$ cat src/rtl/mc_ctrl_pkg.sv
// Shared definitions for the multicycle RV32I controller: FSM states, datapath
// select codes, ALU operation codes and the RV32I major opcodes.
package mc_ctrl_pkg;

    typedef enum logic [3:0] {
        S_FETCH,
        S_DECODE,
        S_MEMADR,
        S_MEMREAD,
        S_MEMWB,
        S_MEMWRITE,
        S_EXECR,
        S_EXECI,
        S_ALUWB,
        S_BRANCH,
        S_JAL,
        S_JALR,
        S_JALRPC,
        S_LUI,
        S_TRAP
    } state_t;

    localparam logic [1:0] ALUOP_ADD   = 2'b00;
    localparam logic [1:0] ALUOP_SUB   = 2'b01;
    localparam logic [1:0] ALUOP_FUNCT = 2'b10;

    localparam logic [1:0] SRCA_PC    = 2'd0;
    localparam logic [1:0] SRCA_OLDPC = 2'd1;
    localparam logic [1:0] SRCA_RS1   = 2'd2;
    localparam logic [1:0] SRCA_ZERO  = 2'd3;

    localparam logic [1:0] SRCB_RS2  = 2'd0;
    localparam logic [1:0] SRCB_IMM  = 2'd1;
    localparam logic [1:0] SRCB_FOUR = 2'd2;

    localparam logic [1:0] RES_ALUOUT    = 2'd0;
    localparam logic [1:0] RES_DATA      = 2'd1;
    localparam logic [1:0] RES_ALURESULT = 2'd2;

    localparam logic [2:0] IMM_I = 3'd0;
    localparam logic [2:0] IMM_S = 3'd1;
    localparam logic [2:0] IMM_B = 3'd2;
    localparam logic [2:0] IMM_J = 3'd3;
    localparam logic [2:0] IMM_U = 3'd4;

    localparam logic [3:0] ALU_ADD  = 4'd0;
    localparam logic [3:0] ALU_SUB  = 4'd1;
    localparam logic [3:0] ALU_AND  = 4'd2;
    localparam logic [3:0] ALU_OR   = 4'd3;
    localparam logic [3:0] ALU_XOR  = 4'd4;
    localparam logic [3:0] ALU_SLT  = 4'd5;
    localparam logic [3:0] ALU_SLTU = 4'd6;
    localparam logic [3:0] ALU_SLL  = 4'd7;
    localparam logic [3:0] ALU_SRL  = 4'd8;
    localparam logic [3:0] ALU_SRA  = 4'd9;

    localparam logic [6:0] OP_LOAD   = 7'b0000011;
    localparam logic [6:0] OP_STORE  = 7'b0100011;
    localparam logic [6:0] OP_R      = 7'b0110011;
    localparam logic [6:0] OP_I      = 7'b0010011;
    localparam logic [6:0] OP_BRANCH = 7'b1100011;
    localparam logic [6:0] OP_JAL    = 7'b1101111;
    localparam logic [6:0] OP_JALR   = 7'b1100111;
    localparam logic [6:0] OP_LUI    = 7'b0110111;
    localparam logic [6:0] OP_AUIPC  = 7'b0010111;

endpackage

$ cat src/rtl/mc_controller_if.sv
// Controller <-> multicycle datapath bundle: instruction fields and ALU flags
// in, control word out. master = controller side, slave = datapath side.
interface mc_controller_if #(
    parameter int ALUCTRL_W = 4,
    parameter int IMMSRC_W  = 3
);
    logic [6:0]           op;
    logic [2:0]           funct3;
    logic                 funct7b5;
    logic                 zero;
    logic                 neg;
    logic                 carry;
    logic                 ovf;
    logic                 MemReady;
    logic [IMMSRC_W-1:0]  ImmSrc;
    logic [1:0]           ALUSrcA;
    logic [1:0]           ALUSrcB;
    logic [1:0]           ResultSrc;
    logic                 AdrSrc;
    logic [ALUCTRL_W-1:0] ALUControl;
    logic                 IRWrite;
    logic                 PCWrite;
    logic                 RegWrite;
    logic                 MemWrite;
    logic                 Illegal;

    modport master (
        input  op, funct3, funct7b5, zero, neg, carry, ovf, MemReady,
        output ImmSrc, ALUSrcA, ALUSrcB, ResultSrc, AdrSrc, ALUControl,
               IRWrite, PCWrite, RegWrite, MemWrite, Illegal
    );

    modport slave (
        output op, funct3, funct7b5, zero, neg, carry, ovf, MemReady,
        input  ImmSrc, ALUSrcA, ALUSrcB, ResultSrc, AdrSrc, ALUControl,
               IRWrite, PCWrite, RegWrite, MemWrite, Illegal
    );
endinterface

$ cat src/rtl/mc_aludec.sv
// ALU decoder: maps ALUOp plus funct3/funct7b5/op[5] to an ALUControl code,
// zero-extended to ALUCTRL_W.
module mc_aludec
    import mc_ctrl_pkg::*;
#(
    parameter int ALUCTRL_W = 4
) (
    input  logic [1:0]           alu_op_i,
    input  logic [2:0]           funct3_i,
    input  logic                 funct7b5_i,
    input  logic                 op5_i,
    output logic [ALUCTRL_W-1:0] alu_control_o
);
    logic [3:0] code;

    always_comb begin
        code = ALU_ADD;
        case (alu_op_i)
            ALUOP_ADD: code = ALU_ADD;
            ALUOP_SUB: code = ALU_SUB;
            ALUOP_FUNCT: begin
                case (funct3_i)
                    // addi carries imm[10] in bit 30, so only R-type may subtract
                    3'b000:  code = (funct7b5_i && op5_i) ? ALU_SUB : ALU_ADD;
                    3'b001:  code = ALU_SLL;
                    3'b010:  code = ALU_SLT;
                    3'b011:  code = ALU_SLTU;
                    3'b100:  code = ALU_XOR;
                    3'b101:  code = funct7b5_i ? ALU_SRA : ALU_SRL;
                    3'b110:  code = ALU_OR;
                    default: code = ALU_AND;
                endcase
            end
            default: code = ALU_ADD;
        endcase
    end

    assign alu_control_o = ALUCTRL_W'(code);
endmodule

$ cat src/rtl/mc_controller.sv
// Multicycle RV32I control unit: main FSM, inline immediate-source and branch
// decode. Define MC_MEMREADY_EN to stall FETCH/MEMREAD/MEMWRITE on MemReady.
module mc_controller
    import mc_ctrl_pkg::*;
#(
    parameter int ALUCTRL_W = 4,
    parameter int IMMSRC_W  = 3
) (
    input  logic          clk,
    input  logic          reset,
    mc_controller_if.master bus
);
    state_t     state_q;
    state_t     state_d;
    logic       mem_ready;
    logic       ir_write;
    logic       pc_update;
    logic       branch;
    logic       reg_write;
    logic       mem_write;
    logic       adr_src;
    logic [1:0] src_a;
    logic [1:0] src_b;
    logic [1:0] result_src;
    logic [1:0] alu_op;
    logic [2:0] imm_src;
    logic       branch_cond;

`ifdef MC_MEMREADY_EN
    assign mem_ready = bus.MemReady;
`else
    logic unused_memready;
    assign unused_memready = bus.MemReady;
    assign mem_ready       = 1'b1;
`endif

    always_ff @(posedge clk) begin
        if (reset) begin
            state_q <= S_FETCH;
        end else begin
            state_q <= state_d;
        end
    end

    always_comb begin
        state_d    = state_q;
        ir_write   = 1'b0;
        pc_update  = 1'b0;
        branch     = 1'b0;
        reg_write  = 1'b0;
        mem_write  = 1'b0;
        adr_src    = 1'b0;
        src_a      = SRCA_PC;
        src_b      = SRCB_RS2;
        result_src = RES_ALUOUT;
        alu_op     = ALUOP_ADD;
        case (state_q)
            S_FETCH: begin
                src_b      = SRCB_FOUR;
                result_src = RES_ALURESULT;
                if (mem_ready) begin
                    ir_write  = 1'b1;
                    pc_update = 1'b1;
                    state_d   = S_DECODE;
                end
            end
            S_DECODE: begin
                src_a = SRCA_OLDPC;
                src_b = SRCB_IMM;
                case (bus.op)
                    OP_LOAD, OP_STORE: state_d = S_MEMADR;
                    OP_R:              state_d = S_EXECR;
                    OP_I:              state_d = S_EXECI;
                    OP_BRANCH:         state_d = S_BRANCH;
                    OP_JAL:            state_d = S_JAL;
                    OP_JALR:           state_d = S_JALR;
                    OP_LUI:            state_d = S_LUI;
                    // ALUOut latches OldPC+imm here, so AUIPC can write back next
                    OP_AUIPC:          state_d = S_ALUWB;
                    default:           state_d = S_TRAP;
                endcase
            end
            S_MEMADR: begin
                src_a   = SRCA_RS1;
                src_b   = SRCB_IMM;
                state_d = bus.op[5] ? S_MEMWRITE : S_MEMREAD;
            end
            S_MEMREAD: begin
                adr_src = 1'b1;
                if (mem_ready) state_d = S_MEMWB;
            end
            S_MEMWB: begin
                result_src = RES_DATA;
                reg_write  = 1'b1;
                state_d    = S_FETCH;
            end
            S_MEMWRITE: begin
                adr_src   = 1'b1;
                mem_write = 1'b1;
                if (mem_ready) state_d = S_FETCH;
            end
            S_EXECR: begin
                src_a   = SRCA_RS1;
                alu_op  = ALUOP_FUNCT;
                state_d = S_ALUWB;
            end
            S_EXECI: begin
                src_a   = SRCA_RS1;
                src_b   = SRCB_IMM;
                alu_op  = ALUOP_FUNCT;
                state_d = S_ALUWB;
            end
            S_ALUWB: begin
                reg_write = 1'b1;
                state_d   = S_FETCH;
            end
            S_BRANCH: begin
                src_a   = SRCA_RS1;
                alu_op  = ALUOP_SUB;
                branch  = 1'b1;
                state_d = S_FETCH;
            end
            S_JAL: begin
                src_a     = SRCA_OLDPC;
                src_b     = SRCB_FOUR;
                pc_update = 1'b1;
                state_d   = S_ALUWB;
            end
            S_JALR: begin
                src_a   = SRCA_RS1;
                src_b   = SRCB_IMM;
                state_d = S_JALRPC;
            end
            S_JALRPC: begin
                // PC takes the target from ALUOut while OldPC+4 lands in ALUOut
                src_a     = SRCA_OLDPC;
                src_b     = SRCB_FOUR;
                pc_update = 1'b1;
                state_d   = S_ALUWB;
            end
            S_LUI: begin
                src_a   = SRCA_ZERO;
                src_b   = SRCB_IMM;
                state_d = S_ALUWB;
            end
            S_TRAP:  state_d = S_TRAP;
            default: state_d = S_FETCH;
        endcase
    end

    always_comb begin
        imm_src = IMM_I;
        case (bus.op)
            OP_STORE:          imm_src = IMM_S;
            OP_BRANCH:         imm_src = IMM_B;
            OP_JAL:            imm_src = IMM_J;
            OP_LUI, OP_AUIPC:  imm_src = IMM_U;
            default:           imm_src = IMM_I;
        endcase
    end

    always_comb begin
        branch_cond = 1'b0;
        case (bus.funct3)
            3'b000:  branch_cond = bus.zero;
            3'b001:  branch_cond = ~bus.zero;
            3'b100:  branch_cond = bus.neg ^ bus.ovf;
            3'b101:  branch_cond = ~(bus.neg ^ bus.ovf);
            3'b110:  branch_cond = ~bus.carry;
            3'b111:  branch_cond = bus.carry;
            default: branch_cond = 1'b0;
        endcase
    end

    mc_aludec #(.ALUCTRL_W(ALUCTRL_W)) u_aludec (
        .alu_op_i      (alu_op),
        .funct3_i      (bus.funct3),
        .funct7b5_i    (bus.funct7b5),
        .op5_i         (bus.op[5]),
        .alu_control_o (bus.ALUControl)
    );

    assign bus.ImmSrc    = IMMSRC_W'(imm_src);
    assign bus.ALUSrcA   = src_a;
    assign bus.ALUSrcB   = src_b;
    assign bus.ResultSrc = result_src;
    assign bus.AdrSrc    = adr_src;
    assign bus.IRWrite   = ir_write & ~reset;
    assign bus.PCWrite   = (pc_update | (branch & branch_cond)) & ~reset;
    assign bus.RegWrite  = reg_write & ~reset;
    assign bus.MemWrite  = mem_write & ~reset;
    assign bus.Illegal   = (state_q == S_TRAP);
endmodule

$ cat src/flat_wrapper.sv
// flat-port wrapper written by rule: the top's interface ports become plain ports
module mc_controller_flat import mc_ctrl_pkg::*;
#(
    parameter int ALUCTRL_W = 4,
    parameter int IMMSRC_W  = 3
)
  (clk, reset, bus_op, bus_funct3, bus_funct7b5, bus_zero, bus_neg, bus_carry, bus_ovf, bus_MemReady, bus_ImmSrc, bus_ALUSrcA, bus_ALUSrcB, bus_ResultSrc, bus_AdrSrc, bus_ALUControl, bus_IRWrite, bus_PCWrite, bus_RegWrite, bus_MemWrite, bus_Illegal);
  mc_controller_if #(.ALUCTRL_W(ALUCTRL_W), .IMMSRC_W(IMMSRC_W)) bus_i ();
  input  logic clk;
  input  logic reset;
  input wire logic [$bits(bus_i.op)-1:0] bus_op;
  input wire logic [$bits(bus_i.funct3)-1:0] bus_funct3;
  input wire logic [$bits(bus_i.funct7b5)-1:0] bus_funct7b5;
  input wire logic [$bits(bus_i.zero)-1:0] bus_zero;
  input wire logic [$bits(bus_i.neg)-1:0] bus_neg;
  input wire logic [$bits(bus_i.carry)-1:0] bus_carry;
  input wire logic [$bits(bus_i.ovf)-1:0] bus_ovf;
  input wire logic [$bits(bus_i.MemReady)-1:0] bus_MemReady;
  output wire logic [$bits(bus_i.ImmSrc)-1:0] bus_ImmSrc;
  output wire logic [$bits(bus_i.ALUSrcA)-1:0] bus_ALUSrcA;
  output wire logic [$bits(bus_i.ALUSrcB)-1:0] bus_ALUSrcB;
  output wire logic [$bits(bus_i.ResultSrc)-1:0] bus_ResultSrc;
  output wire logic [$bits(bus_i.AdrSrc)-1:0] bus_AdrSrc;
  output wire logic [$bits(bus_i.ALUControl)-1:0] bus_ALUControl;
  output wire logic [$bits(bus_i.IRWrite)-1:0] bus_IRWrite;
  output wire logic [$bits(bus_i.PCWrite)-1:0] bus_PCWrite;
  output wire logic [$bits(bus_i.RegWrite)-1:0] bus_RegWrite;
  output wire logic [$bits(bus_i.MemWrite)-1:0] bus_MemWrite;
  output wire logic [$bits(bus_i.Illegal)-1:0] bus_Illegal;
  assign bus_i.op = bus_op;
  assign bus_i.funct3 = bus_funct3;
  assign bus_i.funct7b5 = bus_funct7b5;
  assign bus_i.zero = bus_zero;
  assign bus_i.neg = bus_neg;
  assign bus_i.carry = bus_carry;
  assign bus_i.ovf = bus_ovf;
  assign bus_i.MemReady = bus_MemReady;
  assign bus_ImmSrc = bus_i.ImmSrc;
  assign bus_ALUSrcA = bus_i.ALUSrcA;
  assign bus_ALUSrcB = bus_i.ALUSrcB;
  assign bus_ResultSrc = bus_i.ResultSrc;
  assign bus_AdrSrc = bus_i.AdrSrc;
  assign bus_ALUControl = bus_i.ALUControl;
  assign bus_IRWrite = bus_i.IRWrite;
  assign bus_PCWrite = bus_i.PCWrite;
  assign bus_RegWrite = bus_i.RegWrite;
  assign bus_MemWrite = bus_i.MemWrite;
  assign bus_Illegal = bus_i.Illegal;
  mc_controller #(.ALUCTRL_W(ALUCTRL_W), .IMMSRC_W(IMMSRC_W)) u_core (.clk(clk), .reset(reset), .bus(bus_i));
endmodule
$ cat config.mk
export PLATFORM = sky130hd
export DESIGN_NAME = mc_controller_flat
export DESIGN_NICKNAME = d
export VERILOG_FILES = /design/src/rtl/mc_ctrl_pkg.sv /design/src/rtl/mc_controller_if.sv /design/src/rtl/mc_aludec.sv /design/src/rtl/mc_controller.sv /design/src/flat_wrapper.sv
export SDC_FILE = /design/constraint.sdc
export NUM_CORES = 1
export LEC_CHECK = 0
export ABC_CLOCK_PERIOD_IN_PS = 2200
export CORE_ASPECT_RATIO = 1.4
export CORE_MARGIN = 2
export CORE_UTILIZATION = 35
export DETAILED_ROUTE_END_ITERATION = 10
export HOLD_SLACK_MARGIN = 0.1
export PLACE_DENSITY = 0.73
export SLEW_MARGIN = 0
export SYNTH_ARGS = -nofsm -noshare
export SYNTH_HDL_FRONTEND = slang
export SYNTH_HIERARCHICAL = 1
export SYNTH_SLANG_ARGS = --single-unit
$ cat constraint.sdc
create_clock -name clk -period 2.2 [get_ports clk]
set_input_delay 0.22 -clock clk [delete_from_list [all_inputs] [get_ports clk]]
set_output_delay 0.22 -clock clk [all_outputs]
set_load 0.05 [all_outputs]
Word-level counts from Yosys, hierarchy flattened
Cells that the tools add are included.

word-level totals
  logic and storage cells = 76
  input port bits = 18
  output and inout bits = 19
  register bits = 4

cells by class
  equality and inequality tests = 32
  reductions and logical operators = 13
  bitwise logic cells = 11
  mux-type cells = 19

operator list
  kind                number
  $pmux 4 s7          2
  $pmux 4 s8          1
  $eq 4x4->1 const B  7
  $eq 7x6->1 const B  3
  $eq 7x7->1 const B  3
  $eq 4x3->1 const B  4
  $reduce_or 5->1     3
  $eq 7x5->1 const B  2
  $eq 3x3->1 const B  4
  $pmux 2 s2          3
  $pmux 3 s4          1
  $reduce_or 2->1     5
  $eq 4x2->1 const B  2
  $mux 1              8
  $pmux 4 s2          1
  $eq 7x2->1 const B  1
  $eq 3x2->1 const B  2
  $pmux 1 s6          1
  $pmux 2 s3          1
  $reduce_or 3->1     2
  $and 1x1->1         5
  $eq 4x1->1 const B  1
  $logic_not 4->1     1
  $not 1->1           4
  other kinds (8)     8

Logic depth before layout (Yosys ltp)
  word-level depth = 6
  gate-level depth with buffers = 7
  mapped depth without buffers = 7

By module
The synthesis kept the hierarchy.

modules (own cells, without submodules)
  module         cells each  times used  area each (sq um)  sequential area each (sq um)
  mc_controller  91          1           580.6              80.1
  mc_aludec      19          1           121.4              0.0

Least setup slack after synthesis
OpenSTA, ideal clock, no wires.

  path kind = reg2out
  from = register u_core.state_q[1]
  to = output bus_ALUControl[3]
  arrival = 2435 ps
  stages on the path, launching flop included = 7
  path buffers = 1
  path slack = -455 ps
  data required time = 1980 ps
  cells stage by stage = dfxtp_1 > clkbuf_1 > nand2_1 > nor2_1 > ha_1 > nand2b_1 > nor3_1

between the ends
  cells in the longest elaborated chain, start to end = 5
  elaborated cells between the ends (all ways) = 8
  those cells by class = eq/ne (5); mux (2); reduce/logical (1)

RTL lines
  what                                             line                 source
  from (decl)                                      mc_controller.sv:13  state_t state_q;
  from (signal assigned)                           mc_controller.sv:41  state_q <= state_d;
  $eq 4x3->1                                       mc_controller.sv:57  case (state_q)
  $reduce_or 2->1 (no source line)                 --
  $pmux 2 s2 (*)                                   mc_controller.sv:57
  net u_core.alu_op[1]                             mc_controller.sv:25  logic [1:0] alu_op;
  $eq 2x2->1 / $eq 2x1->1 (equally long branches)  mc_aludec.sv:18      case (alu_op_i)
  $pmux 4 s2 (*)                                   mc_aludec.sv:18
  to (decl)                                        flat_wrapper.sv:24   output wire logic [$bits(bus_i.ALUControl)-1:0] bus_ALUControl;

The timed path passes the listed nets; every way through them passes the cells marked *.

Worst setup path after layout
  from = input bus_funct3[1]
  to = output bus_PCWrite

between the ends
  cells in the longest elaborated chain, start to end = 5
  elaborated cells between the ends (all ways) = 10
  those cells by class = eq/ne (5); mux (1); bitwise (3); reduce/logical (1)

RTL lines
  what                                line                  source
  from (decl)                         flat_wrapper.sv:12    input wire logic [$bits(bus_i.funct3)-1:0] bus_funct3;
  $eq 3x3->1 (tied with other cells)  mc_controller.sv:164  case (bus.funct3)
  $pmux 1 s6 (*)                      mc_controller.sv:164
  $and 1x1->1 (*)                     mc_controller.sv:189  assign bus.PCWrite = (pc_update | (branch & branch_cond)) & ~reset;
  $or 1x1->1 (*)                      mc_controller.sv:189
  $and 1x1->1 (*)                     mc_controller.sv:189
  to (decl)                           flat_wrapper.sv:26    output wire logic [$bits(bus_i.PCWrite)-1:0] bus_PCWrite;

Every way passes the cells marked *; elsewhere a longest branch is shown, timed or not.

==> metrics.csv <==
stage,metric,value,unit
global_routing,vias in the first global route,859,
clocking,TritonCTS clock tree,built,
placement,DP HPWL,1.83,mm
sta,Final Max Tran Viols,0,
yosys,"count leader, synth",nor2_1,
clocking,H-tree depth,1,
placement,pre-CTS setup slack,-8.20,ps
global_routing,antenna violations before repair,0,
finish,layout cells sized above 1,0.272,
clocking,Root Buffer,clkbuf_4,
sta,Fin. Hold Viols,0,
floorplan,die footprint,2380,um^2
finish,Antenna Cells,0,
floorplan,die width,41.9,um
run,max cap viols,0,
routing,WL/cell,13.2,um
yosys,Synth top area share,0.114,
sta,Rel. slew slack,0.673,
routing,Antenna Violating Nets Remaining,0,
worst_setup_path,register-to-register setup slack,680,ps
routing,initial drt markers,15,
routing,Remaining DRCs,0,
worst_setup_path,CP max stage cell,or4_4,
worst_setup_path,Worst Setup SP,bus_funct3[1],
yosys,Post-Syn Area,702,um^2
finish,Multi-input gate area,621,um^2
yosys,"area leader, netlist",dfxtp_1,
sta,worst hold slack,635,ps
worst_setup_path,Crit Path Category,input port to output port,
clocking,setup bufs post-CTS,0,
worst_setup_path,worst reg-to-reg path cell count,5,
clocking,Bufs on Longest Clock Path,2,
floorplan,Ports,37,
clocking,Clock Latency Late Sink,230,ps
yosys,syn nets,130,
finish,Storage cell area,81.3,um^2
finish,leading registers by flop count,u_core/state_q: 4 flops,
routing,via count,933,
floorplan,initial core utilization,0.365,
placement,Final GP Congestion,0.851,
finish,fin nets,173,
global_routing,GR Util All Layers,0.185,
routing,1st-pass router iterations,4,
yosys,ranking of synthesized cells by area,"dfxtp_1 11%, nor2_1 8.0%, a21oi_1 5.0%, xnor2_1 5.0%, xor2_1 5.0%",
finish,Syn-to-layout area delta,79.9,%
yosys,synth warn,6,
routing,Post-Route WL,2.28,mm
worst_setup_path,CP Capture Point,bus_PCWrite,
worst_setup_path,critical-path cell list,"clkdlybuf4s50_1, or3_1, or4_4, a31oi_4, buf_12",
finish,max reg flops,4,
sta,worst slew pin tran,489,ps
yosys,ys flop type,dfxtp_1,
global_routing,first-pass GRT wire length,3.46,mm
worst_setup_path,r2r endpoint,u_core/state_q[2],
routing,routed vias/inst,5.42,
worst_setup_path,Worst EP required,1980,ps
clocking,CTS sink cnt,4,
sta,Final WS setup,38.5,ps
worst_setup_path,reg2reg start,u_core/state_q[3],
outcome,status,"complete, no violations",
sta,fin crit share,0.982,
placement,Port Buffers,35,
yosys,most instantiated cells after synthesis,"15 x nor2_1, 7 x a21oi_1, 7 x inv_1, 7 x nand2_1",
power_and_ir_drop,Static Leakage,0.473,nW
worst_setup_path,CP Capture Type,output port,
yosys,post-synthesis cell type count,40,
sta,number of setup violations in the final report,0,
clocking,clk slew on worst S/H paths,40,ps
yosys,async set-reset flop share out of synthesis,0,
clocking,CTS buffer count,3,
finish,"Most flops, register",u_core/state_q,
worst_setup_path,Worst path top cell family by delay,simple AND/OR/NAND/NOR gates,
sta,Max Fclk,463,MHz
yosys,Seq cells post-synth,4,
yosys,post-synthesis sequential area ratio,0.114,
finish,# fillers,162,
worst_setup_path,CP Launch Type,input port,
worst_setup_path,"slowest stage delay, CP",530,ps
power_and_ir_drop,Cell Pwr Density,1150,nW/um^2
yosys,number of synthesized flops with an enable pin,0,
worst_setup_path,buffers plus inverters on the worst setup path,2,
yosys,synthesized area per cell,6.38,um^2
global_routing,largest net degree at the start of global routing,16,
sta,Clock Skew,6.88,ps
yosys,Gate Count Post-Synth,110,
power_and_ir_drop,Peak supply drop,0.843,mV
worst_setup_path,critical path depth,5,
floorplan,number of core rows,19,
floorplan,Die Y,57.0,um
sta,post-layout min period,2160,ps
floorplan,core area,1930,um^2
worst_setup_path,CP Data Arrival Time,1940,ps
hold_path,worst hold-check path type,register to register,
global_routing,"Remaining Overflow, GRT",0,
sta,RSZ-0062 raised after global routing,true,
worst_setup_path,Critical Path Fanout Max,2,
-- through the flow --
stage                     total power [mW]  area [um^2]  instances   util  TNS, ps
after global routing                  1.54         1260        172  0.656    -18.7
after global placement                1.32         1220        169  0.633        0
after detailed placement              1.34         1220        169  0.633    -8.20
after floorplan                      0.939          729        110      -     -292
final                                 1.46         1260        172  0.656        0
after CTS                             1.43         1240        172  0.645        0
-- power by group --
group	internal (mW)	switching, mW
Combinational	0.456	0.784
Clock	0.0609	0.0288
Sequential	0.104	0.0241
-- timing repair --
item / CTS / global route
hold buffers: 0 / 0
hold endpoints to repair: 0 / 0
resized for setup: 0 / 5
pin swaps: 1 / 2
endpoints found under the setup margin: 1 / 2
-- how the worst min path moves through the flow --
stage,start,to,slack (ps),cells after the start
finish,u_core/state_q[0],u_core/state_q[2],630,4
detailed placement,u_core/state_q[0],u_core/state_q[2],650,4
CTS,u_core/state_q[0],u_core/state_q[2],650,4
global route,u_core/state_q[0],u_core/state_q[2],680,4
global placement,u_core/state_q[0],u_core/state_q[2],650,4
floorplan,reset,u_core/state_q[3],290,1
-- placed cells by master (no fill, tap or decap), types with 3 or more instances in the layout --
| cell type | instances |
|---|---|
| xor2_1 | 4 |
| dfxtp_1 | 3 |
| nor3_1 | 4 |
| nand3_1 | 5 |
| nand2b_1 | 4 |
| inv_1 | 7 |
| clkbuf_4 | 3 |
| nor2_1 | 15 |
| buf_4 | 18 |
| buf_12 | 9 |
| nor3b_1 | 3 |
| xnor2_1 | 4 |
| a21oi_1 | 6 |
| clkdlybuf4s50_1 | 17 |
| nand2_1 | 7 |
| o21ai_0 | 6 |
-- layout make-up --
type                            instances  share of cell area
Clock buffer                            3              0.0178
Timing Repair Buffer                   44               0.385
Inverter                                7              0.0208
Sequential cell                         4              0.0644
Multi-Input combinational cell         93               0.492
Tap cell                               21              0.0208
-- layer usage --
layer	GRT usage	wire, um	vias to the layer above
met2	0.395	1280	34
met5	0	0	-
li1	-	-	474
met3	0.0348	154	0
met1	0.163	842	425
met4	0.0599	0	0
-- cells by family (layout without fill, tap and decap cells) --
group                    Yosys count  count (layout)  share of synthesized area
XOR/XNOR                           8               8                     0.0998
flip-flops                         4               4                      0.114
AO/OA/AOI/OAI                     29              29                      0.267
adder cells (fa/ha/maj)            2               2                     0.0356
buffers and inverters             13              54                     0.0695
AND/OR/NAND/NOR                   54              54                      0.414
-- worst min-delay path: stages (launching register included) --
cell	delay (ps)
dfxtp_2	320
nand2b_4	80
nor2_1	60
o31ai_1	60
o32ai_1	60
(Power assumes the default switching activity.)
